===== config.mk =====
export PLATFORM = sky130hd
export DESIGN_NAME = scan_pattern_driver
export DESIGN_NICKNAME = d
export VERILOG_FILES = /design/src/rtl/scan_drv_pkg.sv /design/src/rtl/scan_pattern_driver_misr.sv /design/src/rtl/scan_pattern_driver.sv
export SDC_FILE = /design/constraint.sdc
export NUM_CORES = 1
export LEC_CHECK = 0
export CAP_MARGIN = 20
export CORE_MARGIN = 4
export CORE_UTILIZATION = 55
export DETAILED_ROUTE_END_ITERATION = 8
export HOLD_SLACK_MARGIN = 0.05
export MAX_ROUTING_LAYER = met4
export PLACE_DENSITY = 0.79
export SYNTH_ARGS = -nofsm -noshare
export SYNTH_HDL_FRONTEND = slang
export SYNTH_SLANG_ARGS = --single-unit

===== constraint.sdc =====
create_clock -name CK -period 2.85 [get_ports CK]
set_input_delay 0.57 -clock CK [delete_from_list [all_inputs] [get_ports CK]]
set_output_delay 0.57 -clock CK [all_outputs]
set_load 0.01 [all_outputs]

===== src/rtl/scan_drv_pkg.sv =====
// ---------------------------------------------------------------------------
// scan_drv_pkg
//
// Shared definitions for the scan pattern driver:
//   - scan_state_t : controller states (IDLE, SHIFT, CAPTURE, FLUSH, DONE)
//   - MISR_POLY    : feedback polynomial folded in when the MSB shifts out
//   - MISR_SEED    : signature value loaded at reset and at session start
// ---------------------------------------------------------------------------
package scan_drv_pkg;

    typedef enum logic [2:0] {
        IDLE,
        SHIFT,
        CAPTURE,
        FLUSH,
        DONE
    } scan_state_t;

    localparam logic [15:0] MISR_POLY = 16'h1021;
    localparam logic [15:0] MISR_SEED = 16'hFFFF;

endpackage


===== src/rtl/scan_pattern_driver_misr.sv =====
// ---------------------------------------------------------------------------
// scan_misr
//
// Serial-input signature register. Each enabled cycle shifts the signature
// left by one, folds in MISR_POLY when the outgoing MSB is set, and XORs the
// serial response bit into bit 0. A seed request takes priority over an
// update so that a new session always starts from a clean signature.
//
// Ports:
//   CK   in   clock, rising edge
//   RN   in   asynchronous active-low reset (signature returns to the seed)
//   seed in   load MISR_SEED on the next edge
//   en   in   fold din into the signature on the next edge
//   din  in   serial response bit
//   sig  out  current signature
// ---------------------------------------------------------------------------
module scan_misr
    import scan_drv_pkg::*;
#(
    parameter int MISR_W = 16
) (
    input  logic              CK,
    input  logic              RN,
    input  logic              seed,
    input  logic              en,
    input  logic              din,
    output logic [MISR_W-1:0] sig
);

    localparam logic [MISR_W-1:0] POLY = MISR_W'(MISR_POLY);
    localparam logic [MISR_W-1:0] SEED = MISR_W'(MISR_SEED);

    logic [MISR_W-1:0] sig_next;

    // One LFSR step with the serial bit injected at the low end.
    always_comb begin
        sig_next = {sig[MISR_W-2:0], 1'b0};
        if (sig[MISR_W-1]) begin
            sig_next = sig_next ^ POLY;
        end
        sig_next[0] = sig_next[0] ^ din;
    end

    // Signature register: seed wins over a regular update.
    always_ff @(posedge CK or negedge RN) begin
        if (!RN) begin
            sig <= SEED;
        end else if (seed) begin
            sig <= SEED;
        end else if (en) begin
            sig <= sig_next;
        end
    end

endmodule


===== src/rtl/scan_pattern_driver.sv =====
// ---------------------------------------------------------------------------
// scan_pattern_driver
//
// Tester-side scan chain master. Serialises stimulus words (LSB first) onto
// test_si with test_se high, issues one capture cycle per pattern, unloads
// the previous response while the next pattern shifts in, and flushes the
// final response with zeros. Every unloaded response bit is folded into a
// MISR signature.
//
// Optional build macro: SCAN_RSP_STREAM_EN
//   Adds a response word stream (rsp_valid/rsp_data/rsp_ready). Unloaded bits
//   are packed LSB first; the last word of each pattern is zero padded. A
//   held, unaccepted response word stalls the chain before it is overwritten.
//
// Ports:
//   CK            in   clock, rising edge
//   RN            in   asynchronous active-low reset
//   start         in   begin a session (ignored while busy)
//   num_patterns  in   pattern count, sampled on the accepted start
//   pat_valid     in   stimulus word available
//   pat_data      in   stimulus word, bit 0 shifted first
//   pat_ready     out  stimulus word consumed this cycle
//   test_se       out  scan enable to the chain
//   test_si       out  serial data into the first scan cell
//   test_so       in   serial data from the last scan cell
//   scan_ce       out  chain clock enable
//   busy          out  session in progress
//   done          out  one-cycle pulse at session end
//   signature     out  MISR value, stable while not busy
//   rsp_valid     out  (SCAN_RSP_STREAM_EN) response word available
//   rsp_data      out  (SCAN_RSP_STREAM_EN) response word
//   rsp_ready     in   (SCAN_RSP_STREAM_EN) response word accepted
// ---------------------------------------------------------------------------
module scan_pattern_driver
    import scan_drv_pkg::*;
#(
    parameter int CHAIN_LEN = 1426,
    parameter int CNT_W     = 11,
    parameter int WORD_W    = 8,
    parameter int MISR_W    = 16
) (
    input  logic              CK,
    input  logic              RN,
    input  logic              start,
    input  logic [15:0]       num_patterns,
    input  logic              pat_valid,
    input  logic [WORD_W-1:0] pat_data,
    output logic              pat_ready,
    output logic              test_se,
    output logic              test_si,
    input  logic              test_so,
    output logic              scan_ce,
    output logic              busy,
    output logic              done,
    output logic [MISR_W-1:0] signature
`ifdef SCAN_RSP_STREAM_EN
    ,
    output logic              rsp_valid,
    output logic [WORD_W-1:0] rsp_data,
    input  logic              rsp_ready
`endif
);

    localparam int WB_W = (WORD_W > 1) ? $clog2(WORD_W) : 1;
    localparam logic [CNT_W-1:0] LAST_BIT = CNT_W'(CHAIN_LEN - 1);
    localparam logic [WB_W-1:0]  LAST_WB  = WB_W'(WORD_W - 1);

    scan_state_t state, state_d;

    logic [WORD_W-1:0] word_q;
    logic [WB_W-1:0]   wbit_q;
    logic              word_full_q;
    logic [CNT_W-1:0]  bit_cnt_q;
    logic [15:0]       pat_cnt_q;
    logic [15:0]       num_q;
    logic              si_q;
    logic              empty_run_q;

    logic              collect;
    logic              rsp_ok;
    logic              advance;
    logic              load;
    logic              last_bit;
    logic              cur_bit;
    logic [WB_W-1:0]   cur_idx;
    logic              misr_seed;
    logic              misr_en;

    // A chain advance carries a response bit everywhere except while the
    // first pattern shifts in, because the chain then holds no capture yet.
    assign collect  = ((state == SHIFT) && (pat_cnt_q != 16'd0)) || (state == FLUSH);
    assign last_bit = (bit_cnt_q == LAST_BIT);
    assign cur_idx  = word_full_q ? wbit_q : '0;
    assign cur_bit  = word_full_q ? word_q[wbit_q] : pat_data[0];
    assign misr_en  = advance && collect;

    // Next state and outputs. A word arriving while the register is empty is
    // shifted immediately (its bit 0 goes out in the loading cycle); with no
    // word available the chain simply holds and test_si keeps its last value.
    always_comb begin
        state_d   = state;
        test_se   = 1'b0;
        test_si   = si_q;
        scan_ce   = 1'b0;
        pat_ready = 1'b0;
        busy      = 1'b0;
        done      = 1'b0;
        load      = 1'b0;
        advance   = 1'b0;
        misr_seed = 1'b0;
        case (state)
            IDLE: begin
                if (start) begin
                    misr_seed = 1'b1;
                    state_d   = (num_patterns == 16'd0) ? DONE : SHIFT;
                end
            end
            SHIFT: begin
                busy    = 1'b1;
                test_se = 1'b1;
                if (rsp_ok) begin
                    if (word_full_q) begin
                        advance = 1'b1;
                    end else if (pat_valid) begin
                        advance   = 1'b1;
                        load      = 1'b1;
                        pat_ready = 1'b1;
                    end
                end
                if (advance) begin
                    scan_ce = 1'b1;
                    test_si = cur_bit;
                    if (last_bit) begin
                        state_d = CAPTURE;
                    end
                end
            end
            CAPTURE: begin
                busy    = 1'b1;
                scan_ce = 1'b1;
                state_d = ((pat_cnt_q + 16'd1) == num_q) ? FLUSH : SHIFT;
            end
            FLUSH: begin
                busy    = 1'b1;
                test_se = 1'b1;
                test_si = 1'b0;
                if (rsp_ok) begin
                    advance = 1'b1;
                    scan_ce = 1'b1;
                    if (last_bit) begin
                        state_d = DONE;
                    end
                end
            end
            DONE: begin
                // An empty session still shows one busy cycle before done.
                if (empty_run_q) begin
                    busy = 1'b1;
                end else begin
                    done    = 1'b1;
                    state_d = IDLE;
                end
            end
            default: begin
                state_d = IDLE;
            end
        endcase
    end

    // State register.
    always_ff @(posedge CK or negedge RN) begin
        if (!RN) begin
            state <= IDLE;
        end else begin
            state <= state_d;
        end
    end

    // Serialiser, chain bit counter and pattern counter. The word register is
    // marked empty after its top bit or after the chain's last bit, so any
    // unused upper bits of a pattern's final word are dropped.
    always_ff @(posedge CK or negedge RN) begin
        if (!RN) begin
            word_q      <= '0;
            wbit_q      <= '0;
            word_full_q <= 1'b0;
            bit_cnt_q   <= '0;
            pat_cnt_q   <= '0;
            num_q       <= '0;
            si_q        <= 1'b0;
            empty_run_q <= 1'b0;
        end else begin
            if ((state == IDLE) && start) begin
                num_q       <= num_patterns;
                pat_cnt_q   <= '0;
                bit_cnt_q   <= '0;
                word_full_q <= 1'b0;
                empty_run_q <= (num_patterns == 16'd0);
            end
            if (state == DONE) begin
                empty_run_q <= 1'b0;
            end
            if (advance) begin
                si_q      <= test_si;
                bit_cnt_q <= last_bit ? '0 : bit_cnt_q + 1'b1;
            end
            if ((state == SHIFT) && advance) begin
                if (load) begin
                    word_q <= pat_data;
                end
                word_full_q <= !((cur_idx == LAST_WB) || last_bit);
                wbit_q      <= cur_idx + 1'b1;
            end
            if (state == CAPTURE) begin
                pat_cnt_q <= pat_cnt_q + 16'd1;
            end
        end
    end

`ifdef SCAN_RSP_STREAM_EN
    logic [WORD_W-1:0] rsp_q;
    logic [WB_W-1:0]   rbit_q;
    logic              rsp_valid_q;

    // A held word that is not being taken this cycle would be overwritten by
    // the next collected bit, so the chain waits instead.
    assign rsp_ok    = !(collect && rsp_valid_q && !rsp_ready);
    assign rsp_valid = rsp_valid_q;
    assign rsp_data  = rsp_q;

    // Response packer: bit 0 of a new word clears the register, which leaves
    // the high bits of a short final word at zero.
    always_ff @(posedge CK or negedge RN) begin
        if (!RN) begin
            rsp_q       <= '0;
            rbit_q      <= '0;
            rsp_valid_q <= 1'b0;
        end else begin
            if (rsp_valid_q && rsp_ready) begin
                rsp_valid_q <= 1'b0;
            end
            if (misr_en) begin
                if (rbit_q == '0) begin
                    rsp_q <= {{(WORD_W-1){1'b0}}, test_so};
                end else begin
                    rsp_q[rbit_q] <= test_so;
                end
                if ((rbit_q == LAST_WB) || last_bit) begin
                    rsp_valid_q <= 1'b1;
                    rbit_q      <= '0;
                end else begin
                    rbit_q <= rbit_q + 1'b1;
                end
            end
        end
    end
`else
    assign rsp_ok = 1'b1;
`endif

    scan_misr #(
        .MISR_W (MISR_W)
    ) u_misr (
        .CK   (CK),
        .RN   (RN),
        .seed (misr_seed),
        .en   (misr_en),
        .din  (test_so),
        .sig  (signature)
    );

endmodule


==> impl_metrics.sql, run 1 <==
INSERT INTO impl_metrics (metric_group, metric, value, unit) VALUES
('setup_path', 'crit-reg2reg-capture', 'state[1]', ''),
('yosys', 'synth-seq-area-share', '46.8', '%'),
('route', '1st_pass_router_iterations', '4', ''),
('setup_path', 'cp-end-kind', 'output pin', ''),
('layout', 'flow.area_growth_from_synthesis', '19.1', '%'),
('status', 'outcome', 'finished, final reports clean', ''),
('sta', 'worst_slew_margin_rel', '38.2', '%'),
('place', 'dpl.cell_count', '589', ''),
('clock_tree', 'worst_skew_pair.late_latency', '340', 'ps'),
('yosys', 'yosys-top-cells-area', 'sky130_fd_sc_hd__dfrtp_1 (37%), sky130_fd_sc_hd__dfstp_2 (10%), sky130_fd_sc_hd__nand2_1 (6.3%), sky130_fd_sc_hd__nor2_1 (5.3%), sky130_fd_sc_hd__xnor2_1 (4.9%)', ''),
('floorplan', 'rows', '31', ''),
('clock_tree', 'hold_buffers', '0', ''),
('clock_tree', 'cts_buf_count', '9', ''),
('sta', 'final.period_utilization', '96.2', '%'),
('place', 'port_buffers', '50', ''),
('sta', 'worst_pin_slew', '926', 'ps'),
('yosys', 'post-synth-top-area-fraction', '36.6', '%'),
('setup_path', 'reg2reg_setup_slack', '430', 'ps'),
('route', 'detailroute.via_count', '3456', ''),
('setup_path', 'rr_worst_depth', '5', ''),
('pwr', 'clock_power_share', '18.7', '%'),
('clock_tree', 'tritoncts', 'yes', ''),
('pwr', 'peakVddDrop', '0.000929', 'V'),
('sta', 'maxClockFrequency', '0.365', 'GHz'),
('pwr', 'sequentialPowerShare', '42.0', '%'),
('route', 'drt_iter0_drc', '290', ''),
('yosys', 'post-synth-top-area-cell', 'sky130_fd_sc_hd__dfrtp_1', ''),
('pwr', 'intPower', '2.89', 'mW'),
('yosys', 'netlist_instances', '460', ''),
('yosys', 'synth-edff-count', '0', ''),
('grt', 'grt_util_all_layers', '23.6', '%'),
('grt', 'grt_max_degree', '77', ''),
('setup_path', 'worst-path-max-fanout', '9', ''),
('setup_path', 'critical_path_class', 'flip-flop to output pin', ''),
('pwr', 'total_power', '4.47', 'mW'),
('pwr', 'power_per_cell_area', '913', 'nW/µm²'),
('grt', 'via_count_of_the_first_global_routing_pass', '3471', ''),
('sta', 'fin_worst_hold_slack', '377', 'ps'),
('layout', 'mostFrequentLayoutCell', 'sky130_fd_sc_hd__nand2_1', ''),
('clock_tree', 'clkTransAtPathRegs', '80', 'ps'),
('layout', 'final_cell_mix', 'sky130_fd_sc_hd__nand2_1 (69), sky130_fd_sc_hd__dfrtp_1 (60), sky130_fd_sc_hd__nor2_1 (58)', ''),
('floorplan', 'initial_core_util', '56.6', '%'),
('pwr', 'power.net_switching', '1.58', 'mW'),
('run', 'max_cap_violations', '0', ''),
('sta', 'worst_slack', '109', 'ps'),
('hold_path', 'holdCritPathClass', 'input port to asynchronous set/reset pin', ''),
('sta', 'finalWorstPathRequiredPeriod', '2740', 'ps'),
('route', 'vias_per_cell', '5.70', ''),
('layout', 'final_layout_size_suffix_gt1_share', '12.6', '%'),
('floorplan', 'ioPinCount', '51', ''),
('setup_path', 'critical_path_arrival', '2170', 'ps'),
('pwr', 'cellLeakagePower', '2.00', 'nW'),
('pwr', 'p_comb_share', '39.3', '%'),
('floorplan', 'chipHeight', '94.4', 'µm'),
('sta', 'drv_slew', '0', ''),
('yosys', 'post_synth_num_cell_types', '53', ''),
('grt', 'overflow', '0', ''),
('layout', 'number_of_inserted_diodes', '0', ''),
('clock_tree', 'h_tree_depth_reported_by_cts', '3', ''),
('place', 'routabilityCongestion', '0.883', ''),
('setup_path', 'reg2reg_from', 'bit_cnt_q[6]', ''),
('yosys', 'syn_nets', '495', ''),
('floorplan', 'die_w', '94.4', 'µm'),
('floorplan', 'core', '7250', 'µm²'),
('setup_path', 'cp-start-kind', 'flip-flop', ''),
('sta', 'fin_skew', '9.14', 'ps'),
('pwr', 'sw_frac_of_total', '35.4', '%'),
('yosys', 'synth_area', '4110', 'µm²'),
('place', 'detailed_place_hpwl', '6670', 'µm'),
('route', 'drt-wirelength-per-cell', '15.5', 'µm'),
('yosys', 'syn-mean-instance-area', '8.93', 'µm²');
==> cells in the mapped netlist (3+ instances only) <==
cell type                  instances
sky130_fd_sc_hd__nand2_1          69
sky130_fd_sc_hd__dfrtp_1          60
sky130_fd_sc_hd__nor2_1           58
sky130_fd_sc_hd__o21ai_0          27
sky130_fd_sc_hd__clkbuf_1         24
sky130_fd_sc_hd__xnor2_1          23
sky130_fd_sc_hd__a21oi_1          22
sky130_fd_sc_hd__o21ai_1          19
sky130_fd_sc_hd__nand3_1          17
sky130_fd_sc_hd__dfstp_2          16
sky130_fd_sc_hd__mux2_2           11
sky130_fd_sc_hd__nor4_1           11
sky130_fd_sc_hd__inv_1             9
sky130_fd_sc_hd__nand4_1           8
sky130_fd_sc_hd__nor3_1            7
sky130_fd_sc_hd__o31ai_1           7
sky130_fd_sc_hd__and3_1            6
sky130_fd_sc_hd__ha_1              6
sky130_fd_sc_hd__xor2_1            6
sky130_fd_sc_hd__a31oi_1           5
sky130_fd_sc_hd__nand2b_1          4
sky130_fd_sc_hd__and2_1            3
sky130_fd_sc_hd__nor2b_1           3
==> cells by family after synthesis <==
family / after synthesis / share of synthesized area [%]
DFF: 76 / 46.8
AOI/OAI and AO/OA: 94 / 13.7
buffers and inverters: 40 / 4.11
muxes: 14 / 4.36
adders and majority gates: 6 / 1.83
xor gates and xnor gates: 29 / 6.19
and+or+nand+nor: 201 / 23.0
==> metrics by stage <==
| step | cell area [µm²] | utilization, % |
|---|---|---|
| finish | 4890 | 67.4 |
| global route | 4890 | 67.4 |
| global placement | 4680 | 64.6 |
| CTS | 4890 | 67.4 |
| floorplan | 4110 | - |
| detailed placement | 4680 | 64.6 |
==> power groups by stage <==
| stage | Clock, mW | Sequential (mW) | Combinational [mW] |
|---|---|---|---|
| finish | 0.835 | 1.88 | 1.75 |
| global route | 0.901 | 1.94 | 1.96 |
| CTS | 0.853 | 1.88 | 1.76 |
| detailed placement | 0 | 1.89 | 1.75 |
| global placement | 0 | 1.87 | 1.68 |
| floorplan | 0 | 1.82 | 1.17 |
==> how the worst max path moves through the flow <==
stage,from,end,slack [ps],depth (start not counted)
floorplan,state[2],test_si,640,6
global placement,pat_valid,test_si,200,6
detailed placement,pat_valid,pat_ready,150,5
CTS,state[2],pat_ready,120,6
global route,state[2],pat_ready,20,6
finish,state[2],pat_ready,110,6
==> worst max-delay path: stages, from the launching register on <==
cell	delay [ps]
sky130_fd_sc_hd__dfrtp_1	370
sky130_fd_sc_hd__nand2b_1	240
sky130_fd_sc_hd__inv_2	130
sky130_fd_sc_hd__nand2b_1	130
sky130_fd_sc_hd__nor3_2	180
sky130_fd_sc_hd__buf_4	210
sky130_fd_sc_hd__clkdlybuf4s50_1	550
==> per-layer routing <==
layer / vias up / global-route usage [%] / wire length [µm]
li1: 1686 / - / -
met1: 1663 / 31.5 / 4340
met2: 87 / 35.8 / 4500
met3: 20 / 4.30 / 349
met4: 0 / 9.63 / 206
met5: - / - / 0
==> flip-flops by register name, indices dropped and copies added (netlist names) <==
register and count:
num_q 16, state 3, u_misr.sig 16, pat_cnt_q 16, bit_cnt_q 11, empty_run_q 1, word_q 8, wbit_q 3
si_q 1, word_full_q 1
==> what timing repair did <==
item                       in CTS  in global routing
resized for setup               1                  0
setup buffers                   1                  0
setup endpoints to repair       1                  0
==> area by class of cell <==
| class | instances | area, µm² |
|---|---|---|
| well taps | 99 | 124 |
| repair buffers | 61 | 579 |
| flip-flops and latches | 76 | 1920 |
| clock buffers | 12 | 155 |
| fillers | 593 | 2360 |
| multi-input cells | 344 | 2030 |
| inverters | 10 | 37.5 |
| clock inverters | 4 | 47.5 |
Note: power is estimated with default switching activity, not from simulation.
==> run 2: changes to the inputs <==
--- a/config.mk
+++ b/config.mk
@@ -9,6 +9,7 @@
 export CORE_MARGIN = 4
 export CORE_UTILIZATION = 55
 export DETAILED_ROUTE_END_ITERATION = 8
+export GPL_ROUTABILITY_DRIVEN = 0
 export HOLD_SLACK_MARGIN = 0.05
 export MAX_ROUTING_LAYER = met4
 export PLACE_DENSITY = 0.79
==> impl_metrics.sql, run 2 (synthesis gave the netlist of run 1 again) <==
INSERT INTO impl_metrics (metric_group, metric, value, unit) VALUES
('layout', 'fillCellCount', '585', ''),
('route', 'drt-wirelength-per-cell', '16.2', 'µm'),
('sta', 'maxClockFrequency', '0.361', 'GHz'),
('setup_path', 'critPathLaunch', 'state[2]', ''),
('setup_path', 'rr_worst_depth', '5', ''),
('route', 'drt-total-wl', '9790', 'µm'),
('floorplan', 'core', '7250', 'µm²'),
('sta', 'fin_skew', '16.4', 'ps'),
('pwr', 'power_per_cell_area', '924', 'nW/µm²'),
('route', 'vias_per_cell', '5.79', ''),
('layout', 'nets', '537', ''),
('place', 'port_buffers', '50', ''),
('layout', 'flow.area_growth_from_synthesis', '19.4', '%'),
('status', 'outcome', 'finished, final reports clean', ''),
('floorplan', 'initial_core_util', '56.6', '%'),
('layout', 'final_layout_size_suffix_gt1_share', '12.2', '%'),
('setup_path', 'worst-path-max-fanout', '9', ''),
('sta', 'hold_vio_cnt_final', '0', ''),
('grt', 'via_count_of_the_first_global_routing_pass', '3439', ''),
('pwr', 'cellLeakagePower', '2.00', 'nW'),
('grt', 'grt_first_pass_wirelength', '16500', 'µm'),
('sta', 'finalWorstPathRequiredPeriod', '2770', 'ps'),
('grt', 'overflow', '0', ''),
('route', 'drt_drc_violations_left', '0', ''),
('grt', 'grt.met2_usage', '36.5', '%'),
('layout', 'mostFrequentLayoutCell', 'sky130_fd_sc_hd__nand2_1', ''),
('clock_tree', 'h_tree_depth_reported_by_cts', '3', ''),
('clock_tree', 'post-cts-setup-buffers', '0', ''),
('grt', 'global_route_hottest_layer', 'met2', ''),
('floorplan', 'rows', '31', ''),
('setup_path', 'cp-start-kind', 'flip-flop', ''),
('clock_tree', 'clkTransAtPathRegs', '90', 'ps'),
('clock_tree', 'ctsLongestPathBuffers', '2', ''),
('clock_tree', 'worst_skew_pair.late_latency', '360', 'ps'),
('route', 'detailroute.via_count', '3507', ''),
('sta', 'drv_slew', '0', ''),
('setup_path', 'cp.buffers_inverters', '3', ''),
('setup_path', 'crit-reg2reg-capture', 'state[1]', ''),
('setup_path', 'reg2reg_from', 'bit_cnt_q[6]', ''),
('floorplan', 'fp.dieArea', '8910', 'µm²'),
('floorplan', 'ioPinCount', '51', ''),
('route', '1st_pass_router_iterations', '5', ''),
('setup_path', 'critical-path-top-cell-by-count', 'sky130_fd_sc_hd__nand2b_1', ''),
('sta', 'finalSetupViolations', '0', ''),
('setup_path', 'cp-end-kind', 'output pin', ''),
('route', 'drt_iter0_drc', '297', ''),
('clock_tree', 'clock_tree.root_cell', 'sky130_fd_sc_hd__clkbuf_8', ''),
('pwr', 'peakVddDrop', '0.000755', 'V'),
('grt', 'global_route.usage.met1', '33.1', '%'),
('setup_path', 'critical_path_class', 'flip-flop to output pin', ''),
('setup_path', 'crit_path_top_delay_cell', 'sky130_fd_sc_hd__clkdlybuf4s50_1', ''),
('layout', 'number_of_inserted_diodes', '0', ''),
('hold_path', 'holdCritPathClass', 'input port to asynchronous set/reset pin', ''),
('layout', 'top_regs', 'num_q (16), pat_cnt_q (16), u_misr.sig (16)', ''),
('grt', 'grt_max_degree', '77', ''),
('setup_path', 'timing.critical_path.max_delay_family', 'buffers and inverters', ''),
('clock_tree', 'hold_buffers', '0', ''),
('layout', 'final_cell_mix', 'sky130_fd_sc_hd__nand2_1 (69), sky130_fd_sc_hd__dfrtp_1 (60), sky130_fd_sc_hd__nor2_1 (58)', ''),
('grt', 'grt_util_all_layers', '24.2', '%'),
('place', 'detailed_place_hpwl', '6880', 'µm'),
('clock_tree', 'tritoncts', 'yes', ''),
('sta', 'final.period_utilization', '97.1', '%'),
('sta', 'fin_setup_tns', '0', 'ps'),
('setup_path', 'critical_path_arrival', '2200', 'ps'),
('setup_path', 'cp_cell_sequence', 'nand2b_1 -> inv_2 -> nand2b_1 -> nor3_2 -> buf_6 -> clkdlybuf4s50_1', ''),
('floorplan', 'chipHeight', '94.4', 'µm'),
('sta', 'worst_pin_slew', '959', 'ps'),
('setup_path', 'cp_data_required_time', '2280', 'ps'),
('grt', 'initial_antenna_violation_count', '0', ''),
('clock_tree', 'numClockSinks', '76', ''),
('sta', 'worst_slew_margin_rel', '36.1', '%'),
('grt', 'grt_util_met3', '5.74', '%'),
('floorplan', 'die_w', '94.4', 'µm'),
('sta', 'rsz_0062_raised_after_global_routing', 'false', ''),
('sta', 'fin_worst_hold_slack', '361', 'ps'),
('setup_path', 'reg2reg_setup_slack', '440', 'ps'),
('setup_path', 'critical-path-max-stage-delay', '540', 'ps'),
('run', 'max_cap_violations', '0', ''),
('clock_tree', 'cts_buf_count', '9', ''),
('route', 'antenna_violating_nets_post_route', '0', '');
==> run 2: cell types whose count changed in the layout (fill, tap and decap cells not counted), sizes merged <==
| cell | change |
|---|---|
| bufinv | +1 |
| clkinv | -1 |
==> run 2: repair_timing <==
item | CTS | global route
resized for setup | 1 | 1
endpoints found under the setup margin | 1 | 1
cloned | 0 | 0
==> run 2: per-layer routing <==
layer | wire (µm) | vias up
met2 | 4630 | 99
met4 | 172 | 0
met5 | 0 | -
met3 | 521 | 17
li1 | - | 1690
met1 | 4460 | 1701
==> run 2: where the power goes <==
group	internal, mW	switching [mW]	total, mW
sequential	1.53	0.356	1.89
clock	0.496	0.406	0.902
combinational	0.896	0.843	1.74
total	2.92	1.61	4.53
==> run 2: worst register-to-register path, cell delays in order, from the launching register on <==
cell and delay [ps]:
sky130_fd_sc_hd__dfrtp_1 440, sky130_fd_sc_hd__or4b_1 550, sky130_fd_sc_hd__or4_1 640, sky130_fd_sc_hd__a2111oi_4 430, sky130_fd_sc_hd__nand4_1 150, sky130_fd_sc_hd__o22ai_2 110
==> run 2: metrics by stage <==
| stage | util [%] | cell area (µm²) | worst slack (ps) | instances | total power [mW] |
|---|---|---|---|---|---|
| after global routing | 67.6 | 4900 | 15.0 | 606 | 4.84 |
| after floorplan | - | 4110 | 637 | 460 | 2.99 |
| after detailed placement | 64.7 | 4690 | 126 | 590 | 3.65 |
| final | 67.6 | 4900 | 82.2 | 606 | 4.53 |
| after CTS | 67.6 | 4900 | 79.7 | 606 | 4.55 |
| after global placement | 64.7 | 4690 | 201 | 590 | 3.56 |
==> run 2: cell type report <==
cell class                 count  area [µm²]  area share [%]
clock buffer                  12         135            2.76
timing repair buffer          61         583            11.9
multi-input combinational    344        2030            41.3
sequential                    76        1920            39.2
tap                           99         124            2.53
inverter                      10        37.5           0.766
clock inverter                 4        76.3            1.56
==> run 2: worst max-delay path by stage <==
stage	end	slack [ps]	cells after the start
4_1_cts	pat_ready	80	6
3_5_place_dp	test_si	130	6
3_3_place_gp	pat_ready	200	5
5_1_grt	pat_ready	20	6
2_1_floorplan	test_si	640	6
6_report	pat_ready	80	6
==> run 3: changes to the inputs <==
--- a/config.mk
+++ b/config.mk
@@ -13,6 +13,7 @@
 export HOLD_SLACK_MARGIN = 0.05
 export MAX_ROUTING_LAYER = met4
 export PLACE_DENSITY = 0.79
+export SETUP_SLACK_MARGIN = 0.15
 export SYNTH_ARGS = -nofsm -noshare
 export SYNTH_HDL_FRONTEND = slang
 export SYNTH_SLANG_ARGS = --single-unit
==> impl_metrics.sql, run 3 (synthesis gave the netlist of run 1 again) <==
INSERT INTO impl_metrics (metric_group, metric, value, unit) VALUES
('sta', 'worst_pin_slew', '960', 'ps'),
('place', 'dpl_cell_area', '4690', 'µm²'),
('sta', 'maxClockFrequency', '0.373', 'GHz'),
('clock_tree', 'clock_tree.root_cell', 'sky130_fd_sc_hd__clkbuf_8', ''),
('sta', 'fin_setup_tns', '0', 'ps'),
('layout', 'mostFrequentLayoutCell', 'sky130_fd_sc_hd__nand2_1', ''),
('setup_path', 'cp_data_required_time', '2280', 'ps'),
('sta', 'drv_slew', '0', ''),
('pwr', 'peakVddDrop', '0.000753', 'V'),
('clock_tree', 'worst_skew_pair.late_latency', '360', 'ps'),
('grt', 'grt_util_all_layers', '24.3', '%'),
('route', 'drt_drc_violations_left', '0', ''),
('setup_path', 'critical_path_arrival', '2110', 'ps'),
('layout', 'final_cell_mix', 'sky130_fd_sc_hd__nand2_1 (69), sky130_fd_sc_hd__dfrtp_1 (59), sky130_fd_sc_hd__nor2_1 (57)', ''),
('hold_path', 'holdCritPathClass', 'input port to asynchronous set/reset pin', ''),
('sta', 'rsz_0062_raised_after_global_routing', 'true', ''),
('layout', 'nets', '539', ''),
('layout', 'top_regs', 'num_q (16), pat_cnt_q (16), u_misr.sig (16)', ''),
('route', 'drt-wirelength-per-cell', '16.2', 'µm'),
('sta', 'finalWorstPathRequiredPeriod', '2680', 'ps'),
('sta', 'fin_skew', '18.0', 'ps'),
('setup_path', 'cp-start-kind', 'flip-flop', ''),
('grt', 'grt_first_pass_wirelength', '16500', 'µm'),
('sta', 'hold_vio_cnt_final', '0', ''),
('grt', 'grt_max_degree', '77', ''),
('sta', 'worst_slew_margin_rel', '36.0', '%'),
('layout', 'final_layout_size_suffix_gt1_share', '13.4', '%'),
('setup_path', 'cp-end-kind', 'output pin', ''),
('route', 'detailroute.via_count', '3524', ''),
('clock_tree', 'tritoncts', 'yes', ''),
('setup_path', 'worst-path-max-fanout', '4', ''),
('layout', 'fillCellCount', '580', ''),
('floorplan', 'core', '7250', 'µm²'),
('route', '1st_pass_router_iterations', '5', ''),
('clock_tree', 'clkTransAtPathRegs', '80', 'ps'),
('grt', 'overflow', '0', ''),
('setup_path', 'critical_path_class', 'flip-flop to output pin', ''),
('route', 'drt-total-wl', '9840', 'µm'),
('sta', 'final.period_utilization', '94.2', '%'),
('layout', 'number_of_inserted_diodes', '0', ''),
('layout', 'sequential_cell_area', '1920', 'µm²'),
('place', 'port_buffers', '50', ''),
('run', 'max_cap_violations', '0', ''),
('grt', 'via_count_of_the_first_global_routing_pass', '3451', ''),
('status', 'outcome', 'finished, final reports clean', ''),
('floorplan', 'initial_core_util', '56.6', '%'),
('clock_tree', 'ctsLongestPathBuffers', '2', ''),
('layout', 'multiInputGateArea', '2040', 'µm²'),
('grt', 'initial_antenna_violation_count', '0', ''),
('floorplan', 'ioPinCount', '51', ''),
('floorplan', 'chipHeight', '94.4', 'µm'),
('place', 'detailed_place_hpwl', '6880', 'µm'),
('layout', 'flow.area_growth_from_synthesis', '20.0', '%'),
('route', 'antenna_violating_nets_post_route', '0', ''),
('sta', 'finalSetupViolations', '0', ''),
('route', 'drt_iter0_drc', '243', ''),
('clock_tree', 'cts_buf_count', '9', ''),
('clock_tree', 'h_tree_depth_reported_by_cts', '3', ''),
('floorplan', 'die_w', '94.4', 'µm'),
('floorplan', 'fp.dieArea', '8910', 'µm²'),
('layout', 'final_cell_area', '4930', 'µm²'),
('pwr', 'cellLeakagePower', '2.01', 'nW'),
('route', 'vias_per_cell', '5.80', ''),
('pwr', 'power_per_cell_area', '922', 'nW/µm²'),
('floorplan', 'rows', '31', ''),
('clock_tree', 'numClockSinks', '76', '');
## run 3: changes by cell type in the layout (fill, tap and decap cells not counted), sizes merged
cell / previous run / this run
buf: 12 / 14
## run 3: power breakdown
group	switching, mW	leakage [nW]	total [mW]	internal, mW
logic	0.848	0.988	1.75	0.904
clock network	0.407	0.101	0.903	0.496
registers	0.353	0.924	1.89	1.53
## run 3: metal layers
metal  wire length [µm]  GRT usage (%)
met2               4740           36.7
met4                164           6.86
met5                  0              -
met1               4460           33.0
met3                483           5.74
## run 3: repair_timing
action / in CTS / in global routing
pin swaps: 0 / 1
hold buffers: 0 / 0
setup buffers: 1 / 1
endpoints found under the setup margin: 2 / 4
resized for setup: 1 / 4
cloned: 0 / 0
## run 3: layout make-up
class / count / area share (%)
Timing Repair Buffer: 63 / 12.1
Clock inverter: 4 / 1.55
Clock buffer: 12 / 2.74
Inverter: 10 / 0.762
Multi-Input combinational cell: 344 / 41.4
Tap cell: 99 / 2.51
Sequential cell: 76 / 39.0
## run 3: per-stage QoR
step	util [%]	total power, mW	cells	hold WS (ps)	setup WS [ps]
finish	67.9	4.54	608	360	165
global route	67.9	4.85	608	420	95.8
global placement	64.7	3.56	590	464	201
floorplan	-	2.99	460	274	637
detailed placement	64.7	3.65	590	481	126
CTS	67.7	4.56	607	387	122
## run 3: critical path: stages, from the launching register on
cell and delay, ps:
sky130_fd_sc_hd__dfrtp_2 410, sky130_fd_sc_hd__mux4_2 490, sky130_fd_sc_hd__mux2_2 280, sky130_fd_sc_hd__a22oi_1 170, sky130_fd_sc_hd__o21ai_0 110, sky130_fd_sc_hd__dlygate4sd2_1 300
## run 3: final timing paths
path	start	end	slack, ps	cells past startpoint
worst max-delay path	wbit_q[0]	test_si	170	5
worst min-delay path	RN	pat_cnt_q[0]	360	1
worst max register to register	bit_cnt_q[6]	state[1]	440	5
worst min register to register	bit_cnt_q[10]	bit_cnt_q[10]	490	1
max in group asynchronous	RN	wbit_q[0]	1810	1
min in group CK	bit_cnt_q[10]	bit_cnt_q[10]	490	1
